[src/rtl/mem_arbiter.sv]
// mem_arbiter: two-port round-robin arbiter in front of a single-port synchronous data memory.
// Define MEM_ARB_LOCK_EN to let a requester hold the bus across locked transfers.
module mem_arbiter #(
  parameter int AW = 32,
  parameter int DW = 32
) (
  input  logic          clk,
  input  logic          reset,
  input  logic          m0_req,
  input  logic          m1_req,
  input  logic          m0_we,
  input  logic          m1_we,
  input  logic          m0_lock,
  input  logic          m1_lock,
  input  logic [AW-1:0] m0_addr,
  input  logic [AW-1:0] m1_addr,
  input  logic [DW-1:0] m0_wdata,
  input  logic [DW-1:0] m1_wdata,
  output logic          m0_gnt,
  output logic          m1_gnt,
  output logic          m0_rvalid,
  output logic          m1_rvalid,
  output logic [DW-1:0] m0_rdata,
  output logic [DW-1:0] m1_rdata,
  output logic          mem_en,
  output logic          mem_we,
  output logic [AW-1:0] mem_addr,
  output logic [DW-1:0] mem_wdata,
  input  logic [DW-1:0] mem_rdata
);
  logic last, rd_pend, rd_owner;
  logic elig0, elig1, win;
`ifdef MEM_ARB_LOCK_EN
  logic lock_act, lock_owner;
  // a lock blocks the non-owner entirely until the owner releases or goes idle
  always_comb begin
    elig0 = m0_req & ~(lock_act & lock_owner);
    elig1 = m1_req & ~(lock_act & ~lock_owner);
  end
  always_ff @(posedge clk) begin
    if (reset) begin
      lock_act   <= 1'b0;
      lock_owner <= 1'b0;
    end else if (mem_en & (win ? m1_lock : m0_lock)) begin
      lock_act   <= 1'b1;
      lock_owner <= win;
    end else if (lock_act & (mem_en | ~(lock_owner ? m1_req : m0_req))) begin
      lock_act   <= 1'b0;
    end
  end
`else
  logic unused_lock;
  always_comb begin
    elig0       = m0_req;
    elig1       = m1_req;
    unused_lock = m0_lock ^ m1_lock;
  end
`endif
  always_comb begin
    m0_gnt    = ~reset & elig0 & (~elig1 | last);
    m1_gnt    = ~reset & elig1 & (~elig0 | ~last);
    win       = m1_gnt;
    mem_en    = m0_gnt | m1_gnt;
    mem_we    = mem_en & (win ? m1_we : m0_we);
    mem_addr  = mem_en ? (win ? m1_addr : m0_addr) : '0;
    mem_wdata = mem_en ? (win ? m1_wdata : m0_wdata) : '0;
    // reset gating drops a read that was in flight when reset arrived
    m0_rvalid = ~reset & rd_pend & ~rd_owner;
    m1_rvalid = ~reset & rd_pend & rd_owner;
    m0_rdata  = m0_rvalid ? mem_rdata : '0;
    m1_rdata  = m1_rvalid ? mem_rdata : '0;
  end
  always_ff @(posedge clk) begin
    if (reset) begin
      last     <= 1'b1;
      rd_pend  <= 1'b0;
      rd_owner <= 1'b0;
    end else begin
      rd_pend <= mem_en & ~mem_we;
      if (mem_en) begin
        last     <= win;
        rd_owner <= win;
      end
    end
  end
endmodule

[config.mk]
export PLATFORM = sky130hd
export DESIGN_NAME = mem_arbiter
export DESIGN_NICKNAME = d
export VERILOG_FILES = /design/src/rtl/mem_arbiter.sv
export SDC_FILE = /design/constraint.sdc
export NUM_CORES = 1
export LEC_CHECK = 0
export ABC_AREA = 1
export ABC_CLOCK_PERIOD_IN_PS = 1960
export BUFFER_PORTS_ARGS = -buffer_cell sky130_fd_sc_hd__buf_2
export CAP_MARGIN = 40
export CORE_AREA = 2 2 117 119
export DETAILED_ROUTE_END_ITERATION = 8
export DIE_AREA = 0 0 119 121
export SLEW_MARGIN = 30
export SYNTH_ARGS = -nofsm -noshare
export SYNTH_HDL_FRONTEND = slang
export SYNTH_SLANG_ARGS = --single-unit
[constraint.sdc]
create_clock -name clk -period 1.96 [get_ports clk]
set_input_delay 0.098 -clock clk [delete_from_list [all_inputs] [get_ports clk]]
set_output_delay 0.098 -clock clk [all_outputs]
set_load 0.02 [all_outputs]
==> flow_metrics.py, run 1 <==
metrics = {
    "critical_path": {
        "required_ns": 1.86,
        "path_max_fanout": 13,
        "start_kind": "flop",
        "crit_arrival_ns": 1.47,
        "path_class": "flop to output pin",
        "cp-end-kind": "output pin",
    },
    "synthesis": {
        "synth_area_per_cell_sq_um": 4.411,
        "synth_cell_types": 14,
        "synthCells": 491,
        "ys_ff_latch": 3,
        "netlist_area_sq_um": 2166,
        "yosysSeqAreaShare_pct": 2.773,
        "synth.area.top_cells": "nor2_1 (23%), inv_1 (18%), nand3_1 (16%), a21oi_1 (15%), nand2_1 (13%)",
        "yosys.area.top_type_share_pct": 22.88,
        "synth_fp_nets": 659,
        "yosys.area.top_type": "nor2_1",
        "yosys_warnings": 0,
    },
    "die": {
        "ioPinCount": 302,
        "core-area_sq_um": 13090,
        "die_x_um": 119,
        "rows": 42,
        "start_util_pct": 16.55,
        "fp.dieArea_sq_um": 14400,
        "die_y_um": 121,
    },
    "cts": {
        "htree_levels": 1,
        "cts_root_buf": "clkbuf_16",
        "cts_sinks": 3,
        "cts-buffers-inserted": 3,
        "post_cts_buffers": 0,
        "clock_path_buffers": 2,
        "clk_latency_ns": 0.23,
        "clkTransAtPathRegs_ns": 0.03,
        "hold_buffers": 0,
        "tritoncts": "yes",
        "cts_resized": 0,
    },
    "sta": {
        "finalMaxSlewViolations": 0,
        "finClkSkew_ns": 0.001161,
        "timing.slew.headroom_pct": 69.68,
        "hold_viol": 0,
        "min_period_ns": 1.564,
        "setup_violations": 0,
        "worst-slew-pin-transition_ns": 0.4537,
        "tns_ns": 0,
        "finalCritPeriodShare_pct": 79.81,
        "fmax_mhz": 639.3,
        "fin_ws_ns": 0.3958,
        "rsz0062_at_grt": "false",
    },
    "place": {
        "dp_hpwl_mm": 7.833,
        "gp_congestion": 0.7292,
        "port_buffers": 299,
        "pre_cts_slack_ns": 0.5589,
    },
    "detailed_routing": {
        "vias": 3791,
        "finalWirelength_mm": 9.772,
        "drc": 0,
        "drtIter0Drc": 143,
        "routedWlPerCell_um": 10.34,
        "firstDrtPassIters": 5,
        "ant_nets": 0,
        "post_drt_via_cell_ratio": 4.012,
    },
    "flow_run": {
        "cap_violations": 0,
    },
    "finish": {
        "drive_above_1_share_pct": 42.26,
        "regArea_sq_um": 60.06,
        "fillerInstances": 1548,
        "final_nets": 938,
        "layout_commonest_cell": "buf_2",
        "area_growth_pct": 79.78,
        "insertedDiodeCount": 0,
        "multi_input_area_sq_um": 1474,
        "mostFrequentLayoutCells": "buf_2 (299), nor2_1 (132), inv_1 (102)",
    },
    "global_routing": {
        "grt_first_pass_wirelength_mm": 14.69,
        "overflow": 0,
        "antenna_found_initial": 0,
        "grt_max_degree": 52,
        "track_usage_pct": 12.08,
        "grt_pass1_vias": 3190,
    },
    "power": {
        "p_leak_uw": 0.002752,
        "powerDensity_nw_per_um2": 317.5,
        "peakVddDrop_v": 0.0002076,
    },
    "status": {
        "status": "finished clean",
    },
    "min_path": {
        "hold_path_class": "input pin to flop",
    },
}
==> synthesized netlist by cell type, drive strengths merged <==
library cell / instances
inv: 105
nand2: 73
clkbuf: 5
dfxtp: 3
nor2: 133
a21oi: 65
or2: 1
nand3: 69
o21ai: 1
buf: 36
==> per-stage QoR <==
stage / instances / total power, uW / cell area (sq um) / hold slack, ns / utilization (%)
3_5_place_dp: 941 / 915.2 / 3815 / 0.3703 / 29.15
3_3_place_gp: 941 / 915.0 / 3815 / 0.3695 / 29.15
4_1_cts: 945 / 1248 / 3894 / 0.1397 / 29.76
2_1_floorplan: 491 / 577.1 / 2166 / 0.1864 / -
6_report: 945 / 1236 / 3894 / 0.1344 / 29.76
5_1_grt: 945 / 1339 / 3894 / 0.1465 / 29.76
==> final cells by class <==
type | instances | share of cell area (%)
flip-flops and latches | 3 | 1.542
multi-input cells | 342 | 37.85
well taps | 176 | 5.656
repair buffers | 315 | 42.80
inverters | 105 | 10.12
clock buffers | 4 | 2.024
==> power breakdown <==
group | switching, uW | leakage (uW) | internal (uW)
registers | 3.75 | 0.0000250 | 66.4
logic | 508 | 0.00269 | 330
clock network | 59.2 | 0.0000382 | 269
==> cell families after synthesis <==
| family | after synthesis | share of synthesized area (%) |
|---|---|---|
| buf+inv | 146 | 29.52 |
| simple gates | 276 | 52.28 |
| flops | 3 | 2.773 |
| compound gates | 66 | 15.42 |
==> worst max-delay path, cell delays in order (launching register included) <==
cell and delay (ns):
dfxtp_1 0.31, nor2_1 0.10, nand2_1 0.28, buf_4 0.29
nor2_1 0.09, buf_2 0.17
==> worst paths after layout <==
| kind | start | to | slack [ns] | cells past startpoint |
|---|---|---|---|---|
| max | rd_owner | m0_rdata[21] | 0.40 | 5 |
| max reg2reg | last | rd_pend | 0.96 | 5 |
| min reg2reg | rd_owner | rd_owner | 0.47 | 2 |
| min | m0_we | rd_pend | 0.13 | 4 |
==> state kept, by name (all words and copies together) (netlist names) <==
name / flops
rd_owner: 1
rd_pend: 1
last: 1
==> per-layer routing <==
| metal | wire length, um | vias to the layer above | global-route usage [%] |
|---|---|---|---|
| met5 | 0 | - | 0 |
| met4 | 98 | 0 | 2.307 |
| met3 | 812 | 7 | 1.645 |
| met2 | 4902 | 194 | 24.07 |
| met1 | 3958 | 1569 | 13.56 |
| li1 | - | 2021 | - |
No activity file was read; power rests on OpenSTA's default activity.
==> run 2, diff against run 1 <==
--- a/config.mk
+++ b/config.mk
@@ -6,7 +6,7 @@
 export NUM_CORES = 1
 export LEC_CHECK = 0
 export ABC_AREA = 1
-export ABC_CLOCK_PERIOD_IN_PS = 1960
+export ABC_CLOCK_PERIOD_IN_PS = 1500
 export BUFFER_PORTS_ARGS = -buffer_cell sky130_fd_sc_hd__buf_2
 export CAP_MARGIN = 40
 export CORE_AREA = 2 2 117 119
==> constraint.sdc (replaced) <==
create_clock -name clk -period 1.5 [get_ports clk]
set_input_delay 0.075 -clock clk [delete_from_list [all_inputs] [get_ports clk]]
set_output_delay 0.075 -clock clk [all_outputs]
set_load 0.02 [all_outputs]
==> run 2 against run 1 <==
- highest routed layer unchanged
- first-iteration DRC count increased by 2.1%
- clock power increased by 29%
- register-to-register slack got worse by 0.45 ns
- via count increased by 1.8%
- power increased by 35%
- largest power group unchanged
- sequential cell count unchanged
==> flow_metrics.py, run 2 (synthesis results as in run 1) <==
metrics = {
    "sta": {
        "fmax_mhz": 694.0,
        "finalMaxSlewViolations": 0,
        "finalCritPeriodShare_pct": 96.06,
        "min_period_ns": 1.441,
        "hold_viol": 0,
        "tns_ns": 0,
        "finClkSkew_ns": 0.002197,
        "timing.slew.headroom_pct": 77.58,
        "worst-slew-pin-transition_ns": 0.3364,
        "setup_violations": 0,
    },
    "detailed_routing": {
        "firstDrtPassIters": 4,
        "drtIter0Drc": 146,
        "routedWlPerCell_um": 10.39,
        "finalWirelength_mm": 9.993,
        "met2_length_mm": 5.146,
        "highest_layer": "met4",
        "drc": 0,
        "dr_wl_met3_um": 751,
        "vias": 3859,
        "post_drt_via_cell_ratio": 4.011,
        "ant_nets": 0,
        "wl_met1_mm": 4.053,
    },
    "power": {
        "p_leak_uw": 0.002838,
        "peakVddDrop_v": 0.0002305,
        "total_power_uw": 1670,
        "powerDensity_nw_per_um2": 411.5,
    },
    "min_path": {
        "hold_depth": 4,
        "hold_start": "m0_we",
        "hold_path_class": "input pin to flop",
        "min_to": "rd_pend",
    },
    "cts": {
        "clk_latency_ns": 0.22,
        "clock_path_buffers": 2,
        "hold_buffers": 0,
        "cts_sinks": 3,
        "cts_root_buf": "clkbuf_16",
        "cts-buffers-inserted": 3,
        "clkTransAtPathRegs_ns": 0.03,
        "htree_levels": 1,
        "tritoncts": "yes",
    },
    "global_routing": {
        "overflow": 0,
        "grt_max_degree": 43,
        "grt_first_pass_wirelength_mm": 14.81,
        "track_usage_pct": 12.46,
        "grt_pass1_vias": 3180,
        "antenna_found_initial": 0,
    },
    "critical_path": {
        "cp-end-kind": "output pin",
        "r2r_start": "last",
        "reg2reg_depth": 5,
        "required_ns": 1.42,
        "path_class": "flop to output pin",
        "reg2reg_to": "rd_pend",
        "rrSetupSlack_ns": 0.51,
        "start_kind": "flop",
        "crit_arrival_ns": 1.37,
        "path_max_fanout": 37,
    },
    "finish": {
        "finish.utilization_pct": 31.02,
        "insertedDiodeCount": 0,
        "final_cells": 962,
        "mostFrequentLayoutCells": "buf_2 (297), nor2_1 (131), inv_1 (102)",
        "drive_above_1_share_pct": 43.89,
        "reg_top3": "last x1, rd_owner x1, rd_pend x1",
        "layout_commonest_cell": "buf_2",
        "final_nets": 955,
        "area_growth_pct": 87.41,
        "fillerInstances": 1521,
    },
    "die": {
        "die_x_um": 119,
        "ioPinCount": 302,
        "die_y_um": 121,
        "rows": 42,
        "start_util_pct": 16.55,
        "core-area_sq_um": 13090,
        "fp.dieArea_sq_um": 14400,
    },
    "status": {
        "status": "finished clean",
    },
    "place": {
        "place_inst": 955,
        "gp_congestion": 0.7481,
        "port_buffers": 299,
        "dp_hpwl_mm": 8.094,
    },
    "flow_run": {
        "cap_violations": 0,
    },
}
## run 2: changes by cell type in the layout (fill, tap and decap cells not counted)
| cell | delta |
|---|---|
| buf_6 | +1 |
| dfxtp_4 | +1 |
| buf_2 | -2 |
| nand2_2 | +2 |
| nor2_2 | +1 |
| buf_12 | +1 |
| nand2_1 | -1 |
| buf_4 | +16 |
| nand2_8 | +1 |
| nor2_1 | -1 |
| dfxtp_1 | -1 |
| nand2_4 | -1 |
## run 2: what timing repair did
item	CTS	global route
cloned	1	0
resized for setup	2	6
pin swaps	1	1
buffers inserted	1	1
setup endpoints to repair	3	72
## run 2: power by group
group / switching [uW] / internal [uW] / total [uW]
clock: 71.9 / 351 / 423
sequential: 9.26 / 86.7 / 95.9
combinational: 677 / 475 / 1150
total: 758 / 912 / 1670
## run 2: critical path: stages (launching register included)
cell and delay (ns):
dfxtp_4 0.39, nand2_8 0.10, buf_12 0.19, a21oi_1 0.22
nor2_1 0.07, buf_2 0.16
## run 2: layout make-up
type                       instances  area (sq um)  share of cell area (%)
clock buffer                       4         78.83                   1.942
inverter                         105         394.1                   9.710
multi-input combinational        343          1494                   36.81
sequential                         3         63.81                   1.572
tap                              176         220.2                   5.425
timing repair buffer             331          1808                   44.54
## run 2: per-stage QoR
stage                     worst slack (ns)  area, sq um  hold WS, ns
after floorplan                     0.2808         2166       0.1634
after CTS                         0.007364         4029       0.1013
after global routing             -0.003793         4059       0.1380
after detailed placement            0.2044         3933       0.3359
after global placement              0.2278         3933       0.3399
final                              0.05906         4059       0.1092
## run 2: worst max path at each step
stage	start	endpoint	cells past startpoint
floorplan	last	mem_wdata[22]	6
global placement	last	mem_wdata[21]	6
detailed placement	reset	mem_addr[13]	9
CTS	rd_owner	m0_rdata[10]	5
finish	last	mem_addr[0]	5
global route	last	mem_wdata[21]	6
## run 2: routing by layer
| layer | up-vias | track usage [%] |
|---|---|---|
| met5 | - | 0 |
| met3 | 2 | 2.350 |
| li1 | 2061 | - |
| met2 | 184 | 24.86 |
| met1 | 1612 | 13.84 |
| met4 | 0 | 1.711 |
==> run 3, diff against run 2 <==
--- a/config.mk
+++ b/config.mk
@@ -9,9 +9,12 @@
 export ABC_CLOCK_PERIOD_IN_PS = 1500
 export BUFFER_PORTS_ARGS = -buffer_cell sky130_fd_sc_hd__buf_2
 export CAP_MARGIN = 40
-export CORE_AREA = 2 2 117 119
+export CELL_PAD_IN_SITES_DETAIL_PLACEMENT = 0
+export CELL_PAD_IN_SITES_GLOBAL_PLACEMENT = 1
+export CORE_ASPECT_RATIO = 1.1
+export CORE_UTILIZATION = 16
 export DETAILED_ROUTE_END_ITERATION = 8
-export DIE_AREA = 0 0 119 121
+export PLACE_DENSITY_LB_ADDON = 0.1
 export SLEW_MARGIN = 30
 export SYNTH_ARGS = -nofsm -noshare
 export SYNTH_HDL_FRONTEND = slang
==> run 3 against run 2 <==
- setup slack got worse by 0.013 ns
- non-clock buffer count decreased by 21
- sequential cell count unchanged
- global-route usage increased by 2.2 points
- critical path type unchanged
- largest cell class unchanged
- largest power group unchanged
==> flow_metrics.py, run 3 (synthesis results as in run 1) <==
metrics = {
    "finish": {
        "drive_above_1_share_pct": 42.67,
        "area_growth_pct": 85.15,
        "insertedDiodeCount": 0,
        "mostFrequentLayoutCells": "buf_2 (276), nor2_1 (128), inv_1 (102)",
        "final_nets": 933,
        "layout_commonest_cell": "buf_2",
        "fillerInstances": 1575,
        "reg_top3": "last x1, rd_owner x1, rd_pend x1",
    },
    "global_routing": {
        "track_usage_pct": 14.63,
        "grt_first_pass_wirelength_mm": 16.43,
        "grt_max_degree": 81,
        "grt_util_met1_pct": 15.80,
        "met3_usage_pct": 2.482,
        "grtUsageMet2_pct": 29.13,
        "grt_busiest_layer": "met2",
        "grt_pass1_vias": 3222,
        "antenna_found_initial": 0,
        "overflow": 0,
    },
    "cts": {
        "cts-buffers-inserted": 3,
        "hold_buffers": 0,
        "cts_sinks": 3,
        "cts_root_buf": "clkbuf_16",
        "clkTransAtPathRegs_ns": 0.03,
        "clk_latency_ns": 0.23,
        "clock_path_buffers": 2,
        "tritoncts": "yes",
        "htree_levels": 1,
    },
    "die": {
        "core-area_sq_um": 13210,
        "ioPinCount": 302,
        "start_util_pct": 16.39,
        "die_y_um": 124.0,
        "fp.dieArea_sq_um": 14010,
        "die_x_um": 112.9,
        "rows": 44,
    },
    "status": {
        "status": "finished clean",
    },
    "detailed_routing": {
        "drc": 0,
        "ant_nets": 0,
        "firstDrtPassIters": 4,
        "vias": 3811,
        "post_drt_via_cell_ratio": 4.120,
        "routedWlPerCell_um": 12.14,
        "drtIter0Drc": 109,
        "finalWirelength_mm": 11.23,
    },
    "sta": {
        "finalCritPeriodShare_pct": 96.91,
        "setup_violations": 0,
        "tns_ns": 0,
        "fin_ws_ns": 0.04635,
        "timing.slew.headroom_pct": 77.27,
        "worst-slew-pin-transition_ns": 0.3409,
        "min_period_ns": 1.454,
        "hold_viol": 0,
        "finalMaxSlewViolations": 0,
        "fmax_mhz": 687.9,
        "finClkSkew_ns": 0.0005832,
        "rsz0062_at_grt": "true",
    },
    "critical_path": {
        "crit_arrival_ns": 1.38,
        "path_class": "flop to output pin",
        "required_ns": 1.42,
        "start_kind": "flop",
        "cp-end-kind": "output pin",
        "path_max_fanout": 40,
    },
    "power": {
        "peakVddDrop_v": 0.0002832,
        "powerDensity_nw_per_um2": 424.2,
        "total_power_uw": 1701,
        "p_leak_uw": 0.002767,
    },
    "place": {
        "pre_cts_slack_ns": 0.1669,
        "gp_congestion": 0.7383,
        "port_buffers": 299,
        "dp_hpwl_mm": 8.230,
    },
    "flow_run": {
        "cap_violations": 0,
    },
    "min_path": {
        "hold_path_class": "input pin to flop",
    },
}
## run 3: changes by cell type in the layout (fill, tap and decap cells not counted), sizes merged
cell,before,now
buf,331,310
nand2,74,73
## run 3: power by group
| group | internal (uW) | switching, uW | total, uW |
|---|---|---|---|
| logic | 484 | 695 | 1180 |
| registers | 86.6 | 6.59 | 93.2 |
| clock network | 351 | 78.2 | 429 |
| total | 921 | 780 | 1700 |
## run 3: cell type report
type / instances / area [sq um] / share of cell area, %
repair buffers: 310 / 1767 / 44.06
flip-flops and latches: 3 / 63.81 / 1.591
clock buffers: 4 / 78.83 / 1.966
multi-input cells: 342 / 1505 / 37.53
well taps: 161 / 201.4 / 5.023
inverters: 105 / 394.1 / 9.828
## run 3: critical path: stages (launching register included)
cell and delay [ns]:
dfxtp_4 0.35, nand2_8 0.13, buf_16 0.22, a21oi_1 0.11
nor2_2 0.16, buf_4 0.16
## run 3: path summary, 6_finish.rpt
| check | slack (ns) | startpoint | depth (start not counted) | endpoint |
|---|---|---|---|---|
| worst max-delay path | 0.05 | last | 5 | mem_addr[22] |
| worst min-delay path | 0.12 | m0_we | 4 | rd_pend |
| worst max register to register | 0.50 | last | 5 | rd_pend |
| worst min register to register | 0.48 | rd_owner | 2 | rd_owner |
## run 3: metal layers
layer	part of all wire, %	up-vias
met5	0	-
met4	1.8	0
met3	7.9	11
met2	53	180
met1	38	1606
li1	-	2014
## run 3: repair_timing
item	CTS	global route
gates resized for setup	9	27
gates cloned	3	0
setup endpoints to repair	3	30
setup buffers	0	0
pin swaps	1	1
## run 3: metrics by stage
step / utilization (%) / instance area [sq um] / hold WS [ns] / instances
after global routing: 30.35 / 4010 / 0.1570 / 925
after CTS: 29.90 / 3950 / 0.1299 / 925
after detailed placement: 28.37 / 3749 / 0.3614 / 918
after floorplan: - / 2166 / 0.1634 / 491
final: 30.35 / 4010 / 0.1242 / 925
after global placement: 28.37 / 3749 / 0.3514 / 918
